$ cat src/rtl/sha1_pkg.sv
// Shared types and constants for the SHA-1 round controller and its K/f lookup.
package sha1_pkg;

  localparam int unsigned WORD_W = 32;
  localparam int unsigned RND_W  = 8;
  localparam int unsigned T_W    = 7;
  localparam int unsigned PH_W   = 2;

  // Round bounds: last loaded word, last expanded word, last flush round.
  localparam logic [RND_W-1:0] RND_FIRST     = 8'd1;
  localparam logic [RND_W-1:0] RND_LOAD_END  = 8'd16;
  localparam logic [RND_W-1:0] RND_EXP_END   = 8'd80;
  localparam logic [RND_W-1:0] RND_FINAL_END = 8'd83;

  localparam logic [T_W-1:0] T_STAGE1 = 7'd20;
  localparam logic [T_W-1:0] T_STAGE2 = 7'd40;
  localparam logic [T_W-1:0] T_STAGE3 = 7'd60;

  localparam logic [WORD_W-1:0] K_00_19 = 32'h5A82_7999;
  localparam logic [WORD_W-1:0] K_20_39 = 32'h6ED9_EBA1;
  localparam logic [WORD_W-1:0] K_40_59 = 32'h8F1B_BCDC;
  localparam logic [WORD_W-1:0] K_60_79 = 32'hCA62_C1D6;

  typedef enum logic [1:0] {
    F_CH     = 2'd0,
    F_PARITY = 2'd1,
    F_MAJ    = 2'd2
  } f_sel_e;

  typedef enum logic [2:0] {
    ST_IDLE   = 3'd0,
    ST_LOAD   = 3'd1,
    ST_EXPAND = 3'd2,
    ST_FINAL  = 3'd3,
    ST_DONE   = 3'd4
  } state_e;

  typedef struct packed {
    logic [WORD_W-1:0] k;
    f_sel_e            f;
  } kf_t;

  // External phase code; FINAL and DONE share one code.
  function automatic logic [PH_W-1:0] phase_of(input state_e s);
    logic [PH_W-1:0] ph;
    ph = 2'b00;
    case (s)
      ST_LOAD:            ph = 2'b01;
      ST_EXPAND:          ph = 2'b10;
      ST_FINAL, ST_DONE:  ph = 2'b11;
      default:            ph = 2'b00;
    endcase
    return ph;
  endfunction

endpackage

$ cat src/rtl/sha1_kf_lut.sv
// Combinational map from round index t to the SHA-1 constant K_t and f selector.
module sha1_kf_lut
  import sha1_pkg::*;
(
  input  logic [T_W-1:0] t_i,
  output kf_t            kf_o
);

  always_comb begin
    kf_o.k = K_00_19;
    kf_o.f = F_CH;
    if (t_i < T_STAGE1) begin
      kf_o.k = K_00_19;
      kf_o.f = F_CH;
    end else if (t_i < T_STAGE2) begin
      kf_o.k = K_20_39;
      kf_o.f = F_PARITY;
    end else if (t_i < T_STAGE3) begin
      kf_o.k = K_40_59;
      kf_o.f = F_MAJ;
    end else begin
      kf_o.k = K_60_79;
      kf_o.f = F_PARITY;
    end
  end

endmodule

$ cat src/rtl/sha1_round_ctrl.sv
// SHA-1 block sequencer: loads 16 words, free-runs 64 expansion and 3 flush rounds,
// and tags each produced W_t with t, K_t and the round function select.
module sha1_round_ctrl
  import sha1_pkg::*;
(
  input  logic              clk,
  input  logic              reset_n,
  input  logic              start,
  input  logic              word_valid,
  input  logic [WORD_W-1:0] word_data,
  input  logic              word_last,
  output logic              word_ready,
  output logic              sched_enable,
  output logic [RND_W-1:0]  sched_round,
  output logic [WORD_W-1:0] sched_data,
  output logic [PH_W-1:0]   sched_state,
  output logic              round_valid,
  output logic [T_W-1:0]    t_index,
  output logic [WORD_W-1:0] k_const,
  output logic [1:0]        f_sel,
  output logic              first_block,
  output logic              busy,
  output logic              block_done,
  output logic              msg_done
);

  state_e            state_q;
  logic [RND_W-1:0]  rnd_q;
  logic              last_blk_q;
  logic              first_block_q;
  logic              round_valid_q;
  logic [T_W-1:0]    t_index_q;
  logic [WORD_W-1:0] k_q;
  logic [1:0]        f_q;
  logic              block_done_q;
  logic              msg_done_q;

  logic              in_load;
  logic              in_run;
  logic              enable_c;
  logic              rv_d;
  logic [T_W-1:0]    t_cur;
  logic [T_W-1:0]    t_d;
  logic [WORD_W-1:0] k_d;
  logic [1:0]        f_d;
  logic [RND_W-1:0]  rnd_inc;
  kf_t               kf;

  assign in_load  = (state_q == ST_LOAD);
  assign in_run   = (state_q == ST_EXPAND) || (state_q == ST_FINAL);
  assign enable_c = (in_load && word_valid) || in_run;
  assign rnd_inc  = RND_W'(rnd_q + 8'd1);
  assign t_cur    = T_W'(rnd_q - 8'd1);

  sha1_kf_lut u_kf_lut (
    .t_i  (t_cur),
    .kf_o (kf)
  );

  // Rounds 1..80 produce W_0..W_79 one cycle later; the flush rounds produce nothing.
  assign rv_d = enable_c && (rnd_q >= RND_FIRST) && (rnd_q <= RND_EXP_END);
  assign t_d  = rv_d ? t_cur : '0;
  assign k_d  = rv_d ? kf.k : '0;
  assign f_d  = rv_d ? 2'(kf.f) : '0;

  always_ff @(posedge clk) begin
    if (!reset_n) begin
      state_q       <= ST_IDLE;
      rnd_q         <= '0;
      last_blk_q    <= 1'b0;
      first_block_q <= 1'b0;
      round_valid_q <= 1'b0;
      t_index_q     <= '0;
      k_q           <= '0;
      f_q           <= '0;
      block_done_q  <= 1'b0;
      msg_done_q    <= 1'b0;
    end else begin
      round_valid_q <= rv_d;
      t_index_q     <= t_d;
      k_q           <= k_d;
      f_q           <= f_d;
      block_done_q  <= 1'b0;
      msg_done_q    <= 1'b0;
      unique case (state_q)
        ST_IDLE: begin
          if (start) begin
            state_q       <= ST_LOAD;
            rnd_q         <= RND_FIRST;
            first_block_q <= 1'b1;
          end
        end
        ST_LOAD: begin
          if (word_valid) begin
            if (rnd_q == RND_FIRST) begin
              last_blk_q <= word_last;
            end
            rnd_q <= rnd_inc;
            if (rnd_q == RND_LOAD_END) begin
              state_q <= ST_EXPAND;
            end
          end
        end
        ST_EXPAND: begin
          rnd_q <= rnd_inc;
          if (rnd_q == RND_EXP_END) begin
            state_q <= ST_FINAL;
          end
        end
        ST_FINAL: begin
          // rnd parks at the last flush round; the done pulses land in DONE.
          if (rnd_q == RND_FINAL_END) begin
            state_q      <= ST_DONE;
            block_done_q <= 1'b1;
            msg_done_q   <= last_blk_q;
          end else begin
            rnd_q <= rnd_inc;
          end
        end
        ST_DONE: begin
          first_block_q <= 1'b0;
          if (last_blk_q) begin
            state_q    <= ST_IDLE;
            rnd_q      <= '0;
            last_blk_q <= 1'b0;
          end else begin
            state_q <= ST_LOAD;
            rnd_q   <= RND_FIRST;
          end
        end
        default: begin
          state_q <= ST_IDLE;
          rnd_q   <= '0;
        end
      endcase
    end
  end

  // Load-side handshake is zero-latency so the datapath sees word_data in its round.
  assign word_ready   = in_load;
  assign sched_enable = enable_c;
  assign sched_round  = (in_load || in_run) ? rnd_q : '0;
  assign sched_data   = in_load ? word_data : '0;
  assign sched_state  = phase_of(state_q);
  assign busy         = (state_q != ST_IDLE);

  assign round_valid  = round_valid_q;
  assign t_index      = t_index_q;
  assign k_const      = k_q;
  assign f_sel        = f_q;
  assign first_block  = first_block_q;
  assign block_done   = block_done_q;
  assign msg_done     = msg_done_q;

endmodule

$ cat config.mk
export PLATFORM = sky130hd
export DESIGN_NAME = sha1_round_ctrl
export DESIGN_NICKNAME = d
export VERILOG_FILES = /design/src/rtl/sha1_pkg.sv /design/src/rtl/sha1_kf_lut.sv /design/src/rtl/sha1_round_ctrl.sv
export SDC_FILE = /design/constraint.sdc
export NUM_CORES = 1
export LEC_CHECK = 0
export BUFFER_PORTS_ARGS = -buffer_cell sky130_fd_sc_hd__buf_2
export CORE_ASPECT_RATIO = 0.75
export CORE_MARGIN = 5
export CORE_UTILIZATION = 48
export DETAILED_ROUTE_END_ITERATION = 8
export PLACE_DENSITY = 0.81
export SLEW_MARGIN = 20
export SYNTH_ARGS = -nofsm -noshare
export SYNTH_HDL_FRONTEND = slang
export SYNTH_HIERARCHICAL = 1
export SYNTH_SLANG_ARGS = --single-unit
$ cat constraint.sdc
create_clock -name clk -period 3.3 [get_ports clk]
set_clock_uncertainty 0.2 [all_clocks]
set_input_delay 0.165 -clock clk [delete_from_list [all_inputs] [get_ports clk]]
set_output_delay 0.165 -clock clk [all_outputs]
set_load 0.005 [all_outputs]
Yosys cells after proc, flatten, opt, wreduce, memory -nomap -nowiden
Index checks and enable logic that the tools add are counted.

storage, ports and cells
  flip-flop bits (word level) = 57
  bits in latches = 0
  bits in writable memories = 0
  bits in read-only memories = 0
  word-level logic and storage cells = 81
  memories = 0

operators by class
  add/sub/neg operators = 2
  multipliers = 0
  divide/modulo/power cells = 0
  order comparisons = 5
  eq/ne operators = 15
  shifts and indexed selects = 0
  muxes and demuxes = 24
  bitwise logic cells = 2
  reduce and logical (&&, ||, !) cells = 20

operator list
  operator             count
  $mux 33              3
  $pmux 8 s5           1
  $mux 32              1
  $mux 8               4
  $eq 8x7->1 const B   2
  $mux 3               5
  $pmux 3 s5           1
  $lt 7x6->1 const B   2
  $reduce_and 3->1     3
  $add 8x1->8 const B  1
  $eq 8x1->1 const B   1
  $eq 8x5->1 const B   1
  $ge 8x1->1 const B   1
  $le 8x7->1 const B   1
  $ne 2x1->1 const B   4
  $lt 7x5->1 const B   1
  $sub 7x1->7 const B  1
  $eq 3x2->1 const B   2
  $mux 1               6
  $ne 2x2->1 const B   3
  $pmux 2 s3           1
  $reduce_and 2->1     3
  $reduce_and 5->1     1
  $pmux 1 s2           2
  other kinds (11)     17

Depth between registers and ports, before layout
  depth after elaboration = 7
  gate-level depth with buffers = 9
  depth with buffers taken out = 7

Modules after synthesis
The synthesis kept the hierarchy.

modules (own cells, without submodules)
  module           times used  cells each  area each (um^2)
  sha1_round_ctrl  1           259         2566.2
  sha1_kf_lut      1           49          327.8

Worst setup path before layout
No wires, ideal clock.

  path kind = reg-to-reg
  from = reg rnd_q[2]
  to = reg k_q[14], in the netlist k_const[14]
  library setup time = 0.113 ns
  data arrival time = 2.058 ns
  path slack = 0.929 ns
  cell stages (with the launch flop) = 9
  path buffers = 2
  clock period less this slack = 2.371 ns
  cells stage by stage = dfxtp_1 buf_4 nor3_1 nand2_1 xnor2_1 o21ai_0 or3_1 buf_4 and2_4

RTL lines
  item                    RTL line                text
  start, declared         sha1_round_ctrl.sv:28   logic [RND_W-1:0] rnd_q;
  start signal, assigned  sha1_round_ctrl.sv:98   rnd_q <= rnd_inc;
  start signal, assigned  sha1_round_ctrl.sv:105  rnd_q <= rnd_inc;
  start signal, assigned  sha1_round_ctrl.sv:117  rnd_q <= rnd_inc;
  end signal, assigned    sha1_round_ctrl.sv:81   k_q <= k_d;
  end, declared           sha1_round_ctrl.sv:33   logic [WORD_W-1:0] k_q;

==> metrics.md <==
| Metric | Value |
|---|---|
| Outcome | finished clean |
| Number of instances in the placed design | 473 |
| Largest net degree at the start of global routing | between 40 and 50 |
| Fmax | 372 MHz |
| Crit path max fanout | 10 |
| FFs w/ async S/R, synth | 0% |
| Remaining DRCs | 0 |
| Total routed wirelength | 6880 µm |
| Unrepaired setup endpoints after global routing | no |
| Worst setup margin | 0.610 ns |
| PD cells | between 600 and 700 nW/µm² |
| Post-route ant nets | 0 |
| TritonCTS clock tree | yes |
| Fin Hold WS | just over 0.05 ns |
| Worst Path Required | 3.33 ns |
| Buffers on Ports | 126 |
| FF+latch count, synth | 57 |
| Initial drt markers | 155 |
| CTS clk-pin slew, worst paths | 0.06 ns |
| CTS Root Cell | clkbuf_8 |
| Final setup violating endpoints | 0 |
| Worst-case clock buffer depth | 2 |
| Max transition margin | around 52% |
| Area Growth Syn to Fin | 22.3% |
| Diode count | 0 |
| Worst hold-check path type | in2reg |
| Non-filler cells, final | just under 500 |
| Post-DP Area | 3350 µm² |
| Top_reg_cell synth | dfxtp_1 |
| Std-Cell Core Area | 5830 µm² |
| Synthesized area per cell | roughly 9.4 µm² |
| Site Rows | 24 |
| Total Neg Setup Slack | 0 ns |
| Nets | 449 |
| Largest vdd supply drop | 313 µV |
| Vias in the first global route | between 2,000 and 2,500 |
| First-pass GRT wire length | 11,300 µm |
| CTS H-tree depth | 3 |
| Max-cap violation count | 0 |
| Via count | about 2,400 |
| Routed vias/inst | 4.92 |
| Sequential element share of the synthesized area | roughly 40% |
| Clk sinks | 57 |
| P_leak | 1.88 nW |
| Period utilisation layout | between 80% and 90% |
| TritonCTS Buffers | 9 |
| Yosys cell types | 54 |
| Arrival time worst endpoint | 2.72 ns |
| Synth Instances | roughly 300 |
| Setup bufs post-CTS | 0 |
| Final Hold Fails | 0 |
| Finished Cell Area | between 3000 and 4000 µm² |
| WL per Instance | 14.0 µm |
| Post-synth EDFFs | 0 |
| Cell Area, Synth | 2890 µm² |
| DP HPWL | 5260 µm |
| Die area | 7700 µm² |
| GP Congestion | about 0.9 |
| Time the worst path needs with I/O delays and setup | ~2.7 ns |
| Slew @ Worst Pin | 0.718 ns |
| Share of layout cells above drive strength 1 | ~47% |
| All-Layer GR Usage | 18.3% |
| Pre-CTS setup slack | 0.633 ns |
| Critical path startpoint category | flip-flop |
| Remaining Overflow, GRT | 0 |
| I/O pin total | around 130 |
| Die Y | a little under 80 µm |
| Crit. End Element | flip-flop |
| Fin. max-slew vios | 0 |
| YS warnings | 6 |
| Pre-antenna DRT Iters | 4 |
| Initial antenna violation count | 0 |
| Worst skew pair latency | between 0.3 and 0.4 ns |
| Critical Setup Path Class | reg2reg |
| Starting Density | 49.7% |
| Reg2reg setup slack | 0.61 ns |
| Die X | 99.7 µm |
==> cell usage after synthesis (5+ instances only) <==
library cell | n | area share [%]
nand2_1 | 10 | 1.3
dfxtp_1 | 57 | 39
clkbuf_1 | 7 | 0.91
nor3_1 | 6 | 1.0
buf_6 | 5 | 1.9
nand3_1 | 5 | 0.86
nor2_1 | 14 | 1.8
and2_2 | 6 | 1.6
and2_1 | 38 | 8.2
and2_4 | 39 | 12
and3_1 | 8 | 1.7
o21ai_0 | 9 | 1.6
buf_4 | 22 | 5.7
inv_1 | 9 | 1.2
==> logic make-up (layout without fill, tap and decap cells) <==
family | Yosys count | in the layout | synth area share [%]
fa+ha+maj | 4 | 4 | 1.73
mux | 3 | 3 | 1.08
other cells | 2 | 4 | 0.260
xor+xnor | 6 | 6 | 1.82
compound gates | 34 | 34 | 8.86
buf+inv | 50 | 153 | 10.9
simple gates | 152 | 152 | 35.9
flops | 57 | 57 | 39.4
==> flip-flops by register name, indices dropped and copies added (netlist names) <==
| signal | cells |
|---|---|
| msg_done | 1 |
| last_blk_q | 1 |
| round_valid | 1 |
| f_sel | 2 |
| rnd_q | 8 |
| first_block | 1 |
| state_q | 3 |
| block_done | 1 |
| t_index | 7 |
| k_const | 32 |
==> per-stage QoR <==
stage	power (W)	util, %
final	0.00221	60.8
after global routing	0.00237	60.8
after CTS	0.00223	60.8
after detailed placement	0.00166	57.5
after global placement	0.00164	57.5
after floorplan	0.00152	-
==> final timing paths <==
path,startpoint,end,cells after the start
worst max register to register,rnd_q[0],k_const[8],7
worst min register to register,first_block,first_block,2
worst min-delay path,reset_n,rnd_q[3],2
worst max-delay path,rnd_q[0],k_const[8],7
==> what timing repair did <==
action	CTS	global route
hold endpoints to repair	2	0
hold buffers	2	0
gates resized for setup	0	0
==> power breakdown <==
group | total (W) | internal, W | switching, W
sequential | 0.000800 | 0.000757 | 0.0000429
combinational | 0.000849 | 0.000380 | 0.000469
clock | 0.000561 | 0.000290 | 0.000272
==> final cells by class <==
type | count | area, µm²
clock buffer | 11 | 141
clock inverter | 5 | 31.3
fill | 523 | 2290
inverter | 9 | 33.8
multi-input combinational | 203 | 1440
sequential | 57 | 1140
tap | 78 | 97.6
timing repair buffer | 128 | 651
==> cell usage in the layout, fill, tap and decap left out, types with 8 or more instances in the layout <==
master    Yosys  layout
and2_1       38      38
and2_4       39      39
and3_1        8       8
buf_2         4     126
clkbuf_8      0      10
dfxtp_1      57      57
inv_1         9       9
nand2_1      10      10
nor2_1       14      14
o21ai_0       9       9
==> worst max-delay path, cell delays in order, from the launching register on <==
cell and delay [ns]:
dfxtp_1 0.34, inv_1 0.18, ha_1 0.28, nor3b_1 0.25, xor2_1 0.52, o21ai_0 0.24
or3_1 0.42, and2_4 0.15
==> routing by layer <==
layer	track usage (%)	part of all wire [%]	up-vias
met5	0	0	-
met4	5.46	1.1	0
met3	7.80	9.1	9
met2	30.2	48	112
met1	21.5	42	1103
li1	-	-	1193
(Power assumes the default switching activity.)
